--- config.mk ---
export PLATFORM = sky130hd
export DESIGN_NAME = pixel_cache
export DESIGN_NICKNAME = d
export VERILOG_FILES = /design/src/rtl/pixel_pkg.sv /design/src/rtl/pixel_cache_tags.sv /design/src/rtl/pixel_cache.sv
export SDC_FILE = /design/constraint.sdc
export NUM_CORES = 1
export LEC_CHECK = 0
export ABC_AREA = 0
export CORE_ASPECT_RATIO = 1.1
export CORE_UTILIZATION = 45
export DETAILED_ROUTE_END_ITERATION = 10
export RECOVER_POWER = 100
export REMOVE_ABC_BUFFERS = 1
export SYNTH_ARGS = -nofsm -noshare
export SYNTH_HDL_FRONTEND = slang
export SYNTH_HIERARCHICAL = 1
export SYNTH_SLANG_ARGS = --single-unit
--- constraint.sdc ---
create_clock -name clk -period 7.05 [get_ports clk]
set_input_delay 1.41 -clock clk [delete_from_list [all_inputs] [get_ports clk]]
set_output_delay 1.41 -clock clk [all_outputs]
set_load 0.03 [all_outputs]
--- src/rtl/pixel_pkg.sv ---
// Shared frame geometry, coordinate/state types and the pixel-to-word address map
// used by the pixel_cache responder.
package pixel_pkg;

  localparam int unsigned FRAME_W       = 640;
  localparam int unsigned FRAME_H       = 480;
  localparam int unsigned WORDS_PER_ROW = FRAME_W / 32;
  localparam int unsigned ADDR_W        = 14;
  localparam int unsigned WORD_W        = 32;

  typedef logic [9:0] coord_t;

  typedef enum logic [1:0] {
    ST_IDLE,
    ST_LOOKUP,
    ST_FETCH,
    ST_RESPOND
  } pc_state_t;

  // Row-major word address: 32 pixels per word, bit 0 is the leftmost pixel.
  function automatic logic [ADDR_W-1:0] word_addr(input coord_t x, input coord_t y);
    return ADDR_W'(y * WORDS_PER_ROW) + ADDR_W'(x[9:5]);
  endfunction

endpackage

--- src/rtl/pixel_cache_tags.sv ---
// Direct-mapped line store: valid/tag/data arrays with one combinational
// read-compare port and one fill port; flush clears every valid bit.
module pixel_cache_tags #(
  parameter int unsigned LINES = 8,
  parameter int unsigned IDX_W = $clog2(LINES),
  parameter int unsigned TAG_W = 14 - IDX_W
) (
  input  logic             clk,
  input  logic             reset,
  input  logic             flush,
  input  logic [IDX_W-1:0] rd_index,
  input  logic [TAG_W-1:0] rd_tag,
  output logic             hit_c,
  output logic [31:0]      rd_data_c,
  input  logic             fill_en,
  input  logic [IDX_W-1:0] fill_index,
  input  logic [TAG_W-1:0] fill_tag,
  input  logic [31:0]      fill_data
);

  logic [LINES-1:0] valid_q;
  logic [TAG_W-1:0] tag_q  [LINES];
  logic [31:0]      data_q [LINES];

  // A fill in the same cycle as a flush still lands valid: the word is new-frame data.
  always_ff @(posedge clk) begin
    if (reset) begin
      valid_q <= '0;
    end else begin
      if (flush)   valid_q <= '0;
      if (fill_en) valid_q[fill_index] <= 1'b1;
    end
  end

  always_ff @(posedge clk) begin
    if (fill_en) begin
      tag_q[fill_index]  <= fill_tag;
      data_q[fill_index] <= fill_data;
    end
  end

  assign hit_c     = valid_q[rd_index] && (tag_q[rd_index] == rd_tag);
  assign rd_data_c = data_q[rd_index];

endmodule

--- src/rtl/pixel_cache.sv ---
// Pixel-read responder: returns one bit of a binary frame held in 32-bit word
// memory, fronted by a small direct-mapped word cache.
module pixel_cache #(
  parameter int unsigned FRAME_W = 640,
  parameter int unsigned FRAME_H = 480,
  parameter int unsigned LINES   = 8
) (
  input  logic        clk,
  input  logic        reset,
  input  logic [9:0]  x,
  input  logic [9:0]  y,
  input  logic        request,
  output logic        pixel,
  output logic        ready,
  input  logic        flush,
  output logic [13:0] mem_addr,
  output logic        mem_req,
  input  logic [31:0] mem_data,
  input  logic        mem_valid
);

  import pixel_pkg::*;

  localparam int unsigned IDX_W = $clog2(LINES);
  localparam int unsigned TAG_W = ADDR_W - IDX_W;

  pc_state_t         state_q, state_d;
  coord_t            xq, yq;
  logic [ADDR_W-1:0] addr_c;
  logic              oor_c, hit_c, fill_en_c;
  logic [31:0]       rd_data_c;
  logic              pixel_d, ready_d, mem_req_d;
  logic [13:0]       mem_addr_d;

  assign addr_c    = word_addr(xq, yq);
  assign oor_c     = (32'(xq) >= FRAME_W) || (32'(yq) >= FRAME_H);
  assign fill_en_c = (state_q == ST_FETCH) && mem_valid && !reset;

  pixel_cache_tags #(
    .LINES (LINES),
    .IDX_W (IDX_W),
    .TAG_W (TAG_W)
  ) u_tags (
    .clk        (clk),
    .reset      (reset),
    .flush      (flush),
    .rd_index   (addr_c[IDX_W-1:0]),
    .rd_tag     (addr_c[ADDR_W-1:IDX_W]),
    .hit_c      (hit_c),
    .rd_data_c  (rd_data_c),
    .fill_en    (fill_en_c),
    .fill_index (addr_c[IDX_W-1:0]),
    .fill_tag   (addr_c[ADDR_W-1:IDX_W]),
    .fill_data  (mem_data)
  );

  always_ff @(posedge clk) begin
    if (reset) state_q <= ST_IDLE;
    else       state_q <= state_d;
  end

  always_comb begin
    state_d = state_q;
    case (state_q)
      ST_IDLE:    if (request) state_d = ST_LOOKUP;
      ST_LOOKUP:  state_d = (oor_c || hit_c) ? ST_RESPOND : ST_FETCH;
      ST_FETCH:   if (mem_valid) state_d = ST_RESPOND;
      ST_RESPOND: state_d = ST_IDLE;
      default:    state_d = ST_IDLE;
    endcase
  end

  // Next values for the registered outputs; pixel and mem_addr hold between uses.
  always_comb begin
    pixel_d    = pixel;
    ready_d    = 1'b0;
    mem_req_d  = 1'b0;
    mem_addr_d = mem_addr;
    case (state_q)
      ST_LOOKUP: begin
        if (oor_c) begin
          pixel_d = 1'b0;
          ready_d = 1'b1;
        end else if (hit_c) begin
          pixel_d = rd_data_c[xq[4:0]];
          ready_d = 1'b1;
        end else begin
          mem_req_d  = 1'b1;
          mem_addr_d = addr_c;
        end
      end
      ST_FETCH: begin
        if (mem_valid) begin
          pixel_d = mem_data[xq[4:0]];
          ready_d = 1'b1;
        end else begin
          mem_req_d = 1'b1;
        end
      end
      default: ;
    endcase
  end

  always_ff @(posedge clk) begin
    if (reset) begin
      pixel    <= 1'b0;
      ready    <= 1'b0;
      mem_req  <= 1'b0;
      mem_addr <= '0;
      xq       <= '0;
      yq       <= '0;
    end else begin
      pixel    <= pixel_d;
      ready    <= ready_d;
      mem_req  <= mem_req_d;
      mem_addr <= mem_addr_d;
      if (state_q == ST_IDLE && request) begin
        xq <= x;
        yq <= y;
      end
    end
  end

endmodule

# Word-level counts from Yosys, hierarchy flattened
# Memory sizes are Yosys's and may differ from the RTL's.
# Index checks and enable logic that the tools add are counted.
# totals
regBits	47
out_inout_bits	17
memories	2
input_bits	57
ramBits	344
# classes
n_addsub	1
bitwise_logic	3
reduce_logical	13
n_eq_ne	7
n_mul	1
order_cmp	5
muxes	29
# mem_list
memory	depth	word_bits	rd	rd_clocked_by_memory_dff	wr	line_no	source
u_tags.data_q	8	32	1	0	1	pixel_cache_tags.sv:23	logic [31:0] data_q [LINES];
u_tags.tag_q	8	11	1	0	1	pixel_cache_tags.sv:22	logic [TAG_W-1:0] tag_q [LINES];
# ops
cell	n
$mux 8	3
$mux 1	16
$add 14x5->14	1
$mul 10x3->12 const B	1
$eq 11x11->1	1
$bmux 1 s5	2
$ge 10x10->1 const B	1
$ge 10x9->1 const B	1
$or 8x8->8	1
$pmux 2 s4	1
$lt 5x6->1 const B	1
$pmux 1 s2	3
$reduce_and 3->1	2
$logic_and 1x1->1	5
$eq 2x2->1 const B	2
$lt 3x4->1 const B	1
$mux 2	2
$ne 2x2->1 const B	2
$bmux 1 s3	1
$demux 1 s3	1
$ge 3x1->1 const B	1
$ne 3x3->1 const B	1
$eq 2x1->1 const B	1
$logic_not 2->1	1
other kinds (5)	7

# Longest topological paths before layout
# logic_depth
depth_word	8
ltp_mapped	17
ltp_nobuf	16

# Cells and area by module
# Netlist, hierarchy kept.
# modules_own_cells
module	cells_per_inst	area_each_um2	instances
pixel_cache_tags	564	13432.9	1
pixel_cache	297	2773.9	1

# Worst setup path after synthesis
# OpenSTA, ideal clock, no wires.
# synth_path
kind	input port to flip-flop
startpoint	input reset
endpoint	memory u_tags.data_q[1][0] (enable)
arrival_time_ns	4.962
path_buffers	2
t_required_ns	6.551
path_stages	5
slack_ns	1.589
setup_ns	0.499
path_cell_list	buf_6 -> clkbuf_1 -> nor2_1 -> nand2_1 -> nor3_1
# synth_via
elab_chain_len	4
# synth_rtl
element	line_no	source
from (decl)	pixel_cache.sv:9	input logic reset,
$logic_not 1->1	pixel_cache.sv:37	assign fill_en_c = (state_q == ST_FETCH) && mem_valid && !reset;
$logic_and 1x1->1	pixel_cache.sv:37	
via fill_en_c	pixel_cache.sv:30	logic oor_c, hit_c, fill_en_c;
$mux 1	pixel_cache_tags.sv:36	if (fill_en) begin
$mux 1 (implied by the code)	pixel_cache_tags.sv:38	data_q[fill_index] <= fill_data;
to (decl)	pixel_cache_tags.sv:23	
# The timed path passes the listed nets, and every way through them passes these cells.

# Final worst setup path
# layout_path
startpoint	register xq[7]
endpoint	memory u_tags.data_q[4][8] (enable)
# layout_via
elab_chain_len	1
# layout_rtl
element	line_no	source
from (decl)	pixel_cache.sv:28	coord_t xq, yq;
from (signal assigned)	pixel_cache.sv:110	xq <= '0;
from (signal assigned)	pixel_cache.sv:118	xq <= x;
$add 14x5->14	pixel_pkg.sv:22	return ADDR_W'(y * WORDS_PER_ROW) + ADDR_W'(x[9:5]);
via addr_c[2]	pixel_cache.sv:29	logic [ADDR_W-1:0] addr_c;
# The timed path passes the listed nets, and every way through them passes these cells.

==> impl_metrics.csv <==
group,metric,value,unit
sta,slew_viol_final,164,
route,vias,8065,
route,routed.top_layer,"met4",
place,routabilityCongestion,0.776,
setup_path,r2r_cells,4,
final_layout,drive_gt1_share,22.2,%
setup_path,rrSetupSlack,1.81,ns
setup_path,reg2reg_from,"xq[7]",
sta,fin_ws,1.81,ns
sta,fin_worst_skew,0.0217,ns
sta,setup-violations-final,0,
worst_hold_path,min-delay-path-class,"flip-flop to flip-flop",
clocking,clk-insertion-delay-late,0.54,ns
place,dpl_cell_area,17500,um^2
clocking,holdBufCountCts,0,
route,wl_met3,1450,um
setup_path,crit_fanout,57,
logic_synthesis,yosysTopAreaCellShare,63.7,%
sta,hold_violations,0,
logic_synthesis,synth_area,16200,um^2
logic_synthesis,synth_edf_count,344,
place,placement.io_buffers,73,
setup_path,start_kind,"flip-flop",
clocking,post_cts_buffers,0,
die,die-area,36800,um^2
setup_path,critPathArrivalTime,5.38,ns
worst_hold_path,worstHoldStart,"u_tags/valid_q[6]",
power_and_ir_drop,leakage,0.00608,uW
logic_synthesis,yosysWarningCount,6,
route,drt-initial-drc-count,489,
global_route,grt_util_all_layers,19.3,%
clocking,ctsResizeCount,0,
final_layout,stdcell_area,18800,um^2
final_layout,fin_nets,1035,
route,drc,0,
logic_synthesis,yosys-top-cells-count,"344 x edfxtp_1, 99 x mux4_2, 51 x nand2_1, 47 x dfxtp_1, 36 x nor2_1",
logic_synthesis,synth_most_common_cell,"edfxtp_1",
logic_synthesis,ys_ff_latch,391,
final_layout,num-fill-cells,2895,
die,core,35300,um^2
clocking,path_clk_slew,0.06,ns
route,drt-met1-wl,15200,um
die,ios,74,
logic_synthesis,synth_area_leaders,"edfxtp_1 64%, mux4_2 14%, dfxtp_1 5.8%",
clocking,cts_sinks,391,
clocking,cts_root_buf,"clkbuf_16",
die,start_util,45.9,%
clocking,numCtsBuffers,41,
final_layout,syn2layout_area_growth,15.7,%
power_and_ir_drop,p_per_area,324,nW/um^2
route,via_per_inst,5.50,
global_route,grt_remaining_overflow,0,
place,pre_cts_slack,2.70,ns
route,drt-total-wl,34000,um
global_route,grt_first_pass_wirelength,52400,um
place,dp_hpwl,19300,um
run_status,violations,"max-capacitance violations, max-slew violations",
sta,worstMarginPinSlew,3.02,ns
logic_synthesis,yosys.area.top_type,"edfxtp_1",
clocking,clk_path_buf_depth,3,
route,final_antenna_net_count,0,
setup_path,critPathCaptureType,"flip-flop",
sta,rsz0062_at_grt,"false",
sta,fin_crit_sh,74.3,%
worst_hold_path,hold_end,"u_tags/valid_q[6]",
worst_hold_path,hold_depth,2,
sta,fin_crit,5.24,ns
logic_synthesis,yosysSeqAreaShare,69.5,%
setup_path,rr_endpoint,"u_tags/data_q[4][8]",
clocking,htree_levels,2,
setup_path,crit_required,7.19,ns
logic_synthesis,synth_ff_type,"edfxtp_1",
run_status,status,"finished with violations",
flow_run,max_cap_viol_count,5,
power_and_ir_drop,irDropWorstVdd,0.188,mV
logic_synthesis,synth_cells,861,
sta,slew_headroom,-101,%
global_route,first_global_vias,8654,
clocking,cts_tree,"done",
die,die_y,201,um
route,met2WireLength,16800,um
setup_path,worstSetupPathType,"flip-flop to flip-flop",
global_route,grt_max_degree,66,
global_route,antenna_found_initial,0,
logic_synthesis,syn_area_per_cell,18.8,um^2
route,firstDrtPassIters,4,
sta,maxClockFrequency,191,MHz
die,die_w,183,um
die,num_rows,72,
route,wire_per_inst,23.2,um
logic_synthesis,asyncSetResetFlopFracSynth,0,%
logic_synthesis,netlist-cell-type-count,63,
[logic make-up after synthesis]
group / share of synthesized area [%]
compound gates: 2.77
buf+inv: 1.79
flops: 69.5
simple gates: 4.11
fa+ha+maj: 2.02
xor+xnor: 1.24
mux: 18.5
[routing by layer]
metal | vias to the layer above | track usage (%)
li1 | 3653 | -
met1 | 4208 | 26.8
met2 | 167 | 31.9
met3 | 37 | 2.87
met4 | 0 | 4.76
met5 | - | 0
[how the worst max path moves through the flow]
stage | from | end | depth (start not counted) | slack (ns)
floorplan | xq[5] | u_tags/data_q[1][0] | 2 | -0.48
global placement | yq[1] | pixel | 17 | 2.78
detailed placement | yq[1] | pixel | 17 | 2.70
CTS | yq[1] | pixel | 17 | 2.65
global route | xq[7] | u_tags/data_q[4][8] | 4 | 1.41
finish | xq[7] | u_tags/data_q[4][8] | 4 | 1.81
[placed cells by master, fill, tap and decap left out, types with 3 or more instances in the layout]
master | Yosys | final
nor3_1 | 6 | 6
o21ai_0 | 5 | 5
a21oi_1 | 32 | 32
nand3_1 | 5 | 5
edfxtp_1 | 344 | 344
clkbuf_8 | 1 | 4
mux4_1 | 5 | 5
clkinv_1 | 0 | 10
nor2_4 | 0 | 3
clkbuf_1 | 9 | 13
nor2_1 | 36 | 33
inv_1 | 15 | 14
nand2b_1 | 8 | 8
dlygate4sd3_1 | 0 | 50
a211oi_1 | 5 | 5
xnor2_1 | 7 | 7
clkinv_2 | 0 | 3
mux2_2 | 33 | 33
ha_1 | 23 | 23
nor2b_1 | 8 | 8
clkbuf_16 | 0 | 43
dfxtp_1 | 47 | 45
bufinv_16 | 0 | 3
buf_4 | 3 | 9
nand4_1 | 3 | 3
a21o_1 | 6 | 6
mux2i_1 | 27 | 27
xor2_1 | 14 | 14
clkdlybuf4s50_1 | 0 | 22
clkbuf_2 | 0 | 4
mux4_2 | 99 | 99
nand2_1 | 51 | 51
[registers in the layout, summed over array words and instances, names as in the netlist]
signal and flops:
yq 10, u_tags/data_q 256, u_tags/valid_q 8, pixel 1, xq 10, state_q 2
mem_addr 14, ready 1, mem_req 1, u_tags/tag_q 88
[per-stage QoR]
| step | total power [uW] | util, % | instances | setup TNS (ns) | hold slack, ns |
|---|---|---|---|---|---|
| floorplan | 3640 | - | 821 | -20.86 | 0.436 |
| global placement | 4020 | 49.5 | 1391 | 0 | 0.463 |
| detailed placement | 4020 | 49.5 | 1391 | 0 | 0.466 |
| CTS | 6160 | 53.3 | 1466 | 0 | 0.475 |
| global route | 6330 | 53.1 | 1466 | 0 | 0.509 |
| finish | 6070 | 53.1 | 1467 | 0 | 0.470 |
[report_power, final]
group,internal (uW),switching (uW),total (uW)
Clock,1270,856,2120
Combinational,545,627,1170
Sequential,2660,114,2770
[cell type report]
class	instances	area [um^2]	area share (%)
Clock inverter	18	164	0.874
Multi-Input combinational cell	415	4660	24.8
Sequential cell	391	11300	60.1
Inverter	15	56.3	0.300
Antenna cell	1	2.50	0.0133
Timing Repair Buffer	89	825	4.40
Clock buffer	57	1170	6.23
Tap cell	481	602	3.21
[worst max-delay path, cell delays in order, from the launching register on]
cell      delay [ns]
dfxtp_1         0.32
ha_1            2.34
nand2b_1        0.51
nor2_4          0.68
clkbuf_2        0.96
Power figures use the tool's default switching activity.
